## config.mk

```make
export PLATFORM = sky130hd
export DESIGN_NAME = bus_display_scanner
export DESIGN_NICKNAME = d
export VERILOG_FILES = /design/src/rtl/bus_display_scanner.sv
export SDC_FILE = /design/constraint.sdc
export NUM_CORES = 1
export LEC_CHECK = 0
export ABC_AREA = 1
export CAP_MARGIN = 10
export CORE_MARGIN = 4
export CORE_UTILIZATION = 58
export CTS_CLUSTER_SIZE = 24
export DETAILED_ROUTE_END_ITERATION = 7
export GPL_TIMING_DRIVEN = 0
export PLACE_DENSITY_LB_ADDON = 0.05
export SLEW_MARGIN = 40
export SYNTH_ARGS = -nofsm -noshare
export SYNTH_HDL_FRONTEND = slang
export SYNTH_SLANG_ARGS = --single-unit
export TNS_END_PERCENT = 100
```

## constraint.sdc

```tcl
create_clock -name clk_i -period 3.45 [get_ports clk_i]
set_input_delay 0.345 -clock clk_i [delete_from_list [all_inputs] [get_ports clk_i]]
set_output_delay 0.345 -clock clk_i [all_outputs]
set_load 0.005 [all_outputs]
```

## src/rtl/bus_display_scanner.sv

```systemverilog
// Scanned 8-digit hex display of PCout/BusA/BusB/BusD shadow registers with snapshot freeze.
// Optional SEG_DIM_EN adds a Bright[2:0] input for PWM dimming of the selected digit.
module bus_display_scanner #(
  parameter int DIGIT_TICKS = 50000,
  parameter int PS_W        = 16
) (
  input  logic       clk_i,
  input  logic       rst_i,
  input  logic [7:0] pcout_i,
  input  logic [7:0] bus_a_i,
  input  logic [7:0] bus_b_i,
  input  logic [7:0] bus_d_i,
  input  logic       sample_i,
  input  logic       freeze_i,
`ifdef SEG_DIM_EN
  input  logic [2:0] bright_i,
`endif
  output logic [6:0] seg_o,
  output logic [7:0] digit_en_o
);

  localparam logic [PS_W-1:0] PS_LAST = PS_W'(DIGIT_TICKS - 1);

  logic [31:0]     shadow_q, shadow_d;
  logic [PS_W-1:0] ps_q, ps_d;
  logic [2:0]      idx_q, idx_d;
  logic [6:0]      seg_q, seg_d;
  logic [7:0]      den_q, den_d;
  logic [3:0]      nib;
  logic            wrap;
  logic            dig_on;

  // Active-low gfedcba patterns.
  function automatic logic [6:0] hex7(input logic [3:0] n);
    case (n)
      4'h0: hex7 = 7'b1000000;
      4'h1: hex7 = 7'b1111001;
      4'h2: hex7 = 7'b0100100;
      4'h3: hex7 = 7'b0110000;
      4'h4: hex7 = 7'b0011001;
      4'h5: hex7 = 7'b0010010;
      4'h6: hex7 = 7'b0000010;
      4'h7: hex7 = 7'b1111000;
      4'h8: hex7 = 7'b0000000;
      4'h9: hex7 = 7'b0010000;
      4'hA: hex7 = 7'b0001000;
      4'hB: hex7 = 7'b0000011;
      4'hC: hex7 = 7'b1000110;
      4'hD: hex7 = 7'b0100001;
      4'hE: hex7 = 7'b0000110;
      default: hex7 = 7'b0001110;
    endcase
  endfunction

`ifdef SEG_DIM_EN
  logic [2:0] pwm_q;
  always_ff @(posedge clk_i or posedge rst_i)
    if (rst_i) pwm_q <= 3'd0;
    else       pwm_q <= pwm_q + 3'd1;
  assign dig_on = (pwm_q <= bright_i);
`else
  assign dig_on = 1'b1;
`endif

  assign wrap = (ps_q == PS_LAST);
  assign nib  = shadow_q[{idx_q, 2'b00} +: 4];

  always_comb begin
    shadow_d = shadow_q;
    if (sample_i && !freeze_i) shadow_d = {bus_d_i, bus_b_i, bus_a_i, pcout_i};
    ps_d  = wrap ? '0 : ps_q + 1'b1;
    idx_d = wrap ? idx_q + 3'd1 : idx_q;
    // Outputs reflect the current index/shadow, so any change lands one cycle later.
    seg_d = hex7(nib);
    den_d = dig_on ? ~(8'b1 << idx_q) : 8'hFF;
  end

  always_ff @(posedge clk_i or posedge rst_i) begin
    if (rst_i) begin
      shadow_q <= '0;
      ps_q     <= '0;
      idx_q    <= '0;
      seg_q    <= 7'h7F;
      den_q    <= 8'hFF;
    end else begin
      shadow_q <= shadow_d;
      ps_q     <= ps_d;
      idx_q    <= idx_d;
      seg_q    <= seg_d;
      den_q    <= den_d;
    end
  end

  assign seg_o      = seg_q;
  assign digit_en_o = den_q;

endmodule
```

-- Word level (Yosys, flattened, before mapping)
Memory sizes are Yosys's and may differ from the RTL's. A register that Yosys moved wholly into a read port is not among the register bits.
Index checks and enable logic that the tools add are counted.
W data, S select, Z words.
- bits in registers: 59
- word-level logic and storage cells: 14
- input port bits: 36
- memory bits (writable): 0
- latch bits: 0
- memory bits (read-only): 112
- memories: 1
- memory list (memory ; words ; width ; read ports ; clocked after memory_dff ; wr ports ; line ; RTL):
    (no name shown) ; 16 ; 7 ; 1 ; 1 ; 0 ; 35 ; case (n)
- multiply operators: 0
- reduce and logical (&&, ||, !) cells: 2
- shift-type cells: 2
- $lt $le $gt $ge: 0
- $add $sub $neg: 2
- div/mod/pow operators: 0
- multiplexer cells: 1
- bitwise gates (word level): 1
- eq/ne operators: 1
- operators by type and width (kind ; number):
    $shiftx A32 B6 Y4 ; 1
    $add A16 B1 Y16 const B ; 1
    $eq A16 B16 Y1 const B ; 1
    $mux W16 ; 1
    $not A8 Y8 ; 1
    $shl A1 B3 Y8 const A ; 1
    $add A3 B1 Y3 const B ; 1
    $logic_and A1 B1 Y1 ; 1
    $logic_not A1 Y1 ; 1

-- Longest topological paths before layout
- depth after elaboration: 2
- gate-level depth with buffers: 12
- depth with buffers taken out: 11

-- Worst setup path before layout
No wires, ideal clock.
- kind: register to register
- start point: reg idx_q[0]
- end point: reg seg_q[3], in the netlist seg_o[3]
- cell stages (with the launch flop): 11
- slack: 1.874 ns
- data arrival time: 1.500 ns
- buffers on the path: 2
- library setup time: 0.076 ns
- cells stage by stage: dfrtp_1 buf_6 buf_12 nand2_1 nand3_1 nand3_1 nand2_1 ha_1 nand3_1 nand3_1 nand2_1
- cells in the longest elaborated chain, start to end: 1
- ends and longest elaborated chain (element ; line ; RTL):
    from (decl) ; 26 ; logic [2:0] idx_q, idx_d;
    from (signal assigned) ; 88 ; idx_q <= idx_d;
    $shiftx A32 B6 Y4 ; 66 ; assign nib = shadow_q[{idx_q, 2'b00} +: 4];
    to (decl) ; 27 ; logic [6:0] seg_q, seg_d;
Every way passes these cells.
A chain may end at the register's enable or synchronous reset.

-- Worst setup path in the final report
- start point: reg idx_q[0]
- end point: reg seg_q[5], in the netlist seg_o[5]
The elaborated chain is that of the path after synthesis.

==> impl_metrics.env <==
export IMPL_drv_cap=0
export IMPL_min_path_type="in2async"
export IMPL_initial_utilization_pct=60.5
export IMPL_clock_sinks=66
export IMPL_cellLeakagePower_nw=2.03
export IMPL_synth_top_area_share_pct=38.1
export IMPL_ff_latch_area_um2=1670
export IMPL_drc=0
export IMPL_setup_viol=0
export IMPL_clockBufferDepth=2
export IMPL_place_hpwl_mm=5.21
export IMPL_die_h_um=84.0
export IMPL_synth_cells=401
export IMPL_slowest_delay_ps=440
export IMPL_post_cts_buffers=0
export IMPL_yosysWarnings=0
export IMPL_crit_required_ps=3720
export IMPL_vias_per_cell=5.08
export IMPL_fmax_ghz=0.511
export IMPL_final_cell_mix="87 x nand2_1, 53 x inv_1, 51 x nor2_1, 51 x dfrtp_1, 50 x clkdlybuf4s50_1"
export IMPL_hold_ws_ps=335
export IMPL_synthTopCellsByArea="dfrtp_1 38%, dfstp_2 12%, nand2_1 9.7%, inv_1 6.0%, nand3_1 5.8%"
export IMPL_syn_mean_instance_area_um2=8.36
export IMPL_grt_first_pass_wirelength_mm=11.8
export IMPL_grt_max_degree=42
export IMPL_cp_max_fo=11
export IMPL_reg2reg_depth=12
export IMPL_slowest_stage="dfrtp_1"
export IMPL_ir_drop_uv=303
export IMPL_r2r_end="seg_o[5]"
export IMPL_maxSlewHeadroom_pct=72.6
export IMPL_fin_area_um2=4140
export IMPL_finClkSkew_ps=9.76
export IMPL_cp_common_cell="nand2_1"
export IMPL_finalHoldViolations=0
export IMPL_synth_fp_nets=450
export IMPL_routed_wl_mm=6.97
export IMPL_powerDensity_nw_per_um2=419
export IMPL_criticalPathCategory="reg2reg"
export IMPL_clk_pin_slew_ps=80
export IMPL_final_common_cell="nand2_1"
export IMPL_antenna_found_initial=0
export IMPL_dr_pass1_iters=4
export IMPL_drt_initial_drc_count=94
export IMPL_clk_latency_ps=350
export IMPL_diodes=0
export IMPL_grt_usage_pct=21.0
export IMPL_io_buffers=50
export IMPL_synth_seq_cells=66
export IMPL_r2r_slack_ps=1490
export IMPL_seq_area_frac_synth_pct=49.8
export IMPL_cp_end_kind="flop"
export IMPL_yosysTopAreaCell="dfrtp_1"
export IMPL_fin_crit_ps=1960
export IMPL_cts_htree_levels=3
export IMPL_final_layout_size_suffix_gt1_share_pct=13.9
export IMPL_io_pins=51
export IMPL_final_util_pct=74.7
export IMPL_nFillCells=428
export IMPL_die_area_um2=7060
export IMPL_cts_resized_gates=0
export IMPL_cp_start_kind="flop"
export IMPL_grt_pass1_vias=2714
export IMPL_post_route_period_util_pct=56.7
export IMPL_yosysUniqueCellTypes=34
export IMPL_die_x_um=84.0
export IMPL_area_growth_pct=23.5
export IMPL_cts_hold_buf=0
export IMPL_cp_cell_sequence="inv_2, buf_4, nand2_1, nand3_1, nand3_1, nand2_2, inv_1, ha_1, nand3_1, nand2_1, nand2_1, nand2_1"
export IMPL_cts_buffers=9
export IMPL_place_area_um2=3970
export IMPL_place_congestion=0.846
export IMPL_grt_overflow=0
export IMPL_nNetsFinal=512
export IMPL_syn_area_um2=3350
export IMPL_reg2reg_from="idx_q[0]"
export IMPL_cts_tree="done"
export IMPL_fin_tns_setup_ps=0
export IMPL_cp_arrival_ps=2230
export IMPL_multiInputGateArea_um2=1370
export IMPL_core_area_um2=5540
export IMPL_wl_per_cell_um=12.9
export IMPL_rows=27
export IMPL_rsz0062_at_grt="no"
export IMPL_root_buffer="clkbuf_8"
export IMPL_drv_slew=0
export IMPL_outcome="finished clean"
export IMPL_vias=2744
export IMPL_postRouteAntennaNets=0
export IMPL_tightest_slew_ps=411
## metal layers
metal / track usage [%] / share of wire (%) / vias to the layer above
met1: 25.7 / 44 / 1281
met2: 35.2 / 49 / 74
met5: 0 / 0 / -
met3: 5.43 / 5.4 / 11
met4: 8.19 / 1.9 / 0
li1: - / - / 1378
## registers in the layout (all words and copies together), names as in the netlist
register and cells:
digit_en_o 8, ps_q 16, shadow_q 32, idx_q 3, seg_o 7
## cell usage after synthesis, drive strengths merged
library cell  count
nor2             54
o21bai            1
clkinv            1
mux2              4
dfstp            15
nand3b            2
dfrtp            51
nand4             3
nand3            42
inv              59
o21ai             6
clkbuf            3
a21oi            28
o211ai            1
ha               13
nand2            94
a31oi             1
buf               8
xor2              6
and3              1
xnor2             1
nor3              5
nor4              2
## through the flow
step	worst slack (ps)	instances	power, mW
after floorplan	1480	401	1.04
after global placement	448	523	1.15
after detailed placement	1560	524	1.17
after CTS	1500	540	1.74
after global routing	1350	540	1.82
final	1490	540	1.73
## worst max-delay path, delay by kind of cell, from the launching register on
kind                     cells  cell delay [ps]
AND/OR/NAND/NOR              8              790
adder cells (fa/ha/maj)      1              230
buffers and inverters        3              440
flip-flops                   1              440
## worst max-delay path by stage
stage                   from           end  slack, ps  cells after the start
CTS                 idx_q[0]      seg_o[5]       1500                     12
global placement       rst_i  shadow_q[16]        450                      2
floorplan              rst_i      idx_q[0]       1480                      1
detailed placement  idx_q[0]      seg_o[3]       1560                     12
finish              idx_q[0]      seg_o[5]       1490                     12
global route        idx_q[0]      seg_o[5]       1350                     12
## power by group
part	switching, mW	internal, mW	total [mW]
Sequential	0.0187	0.853	0.871
Clock	0.283	0.297	0.580
Combinational	0.148	0.134	0.282
Total	0.450	1.28	1.73
## area by class of cell
cell class,instances,share of cell area (%)
sequential,66,40.4
multi-input combinational,264,33.1
timing repair buffer,51,12.6
inverter,60,5.59
clock buffer,13,3.84
tap,72,2.18
buffer,11,1.96
clock inverter,3,0.363
## cells by family (layout without fill, tap and decap cells)
group                    after synthesis  count (layout)  synth area share [%]
adder cells (fa/ha/maj)               13              13                  4.85
XOR/XNOR                               7               7                  1.83
buffers and inverters                 71             138                  9.26
AND/OR/NAND/NOR                      203             203                  27.0
AO/OA/AOI/OAI                         37              37                  5.86
flip-flops                            66              66                  49.8
multiplexers                           4               4                  1.34
Note: power is estimated with default switching activity, not from simulation.
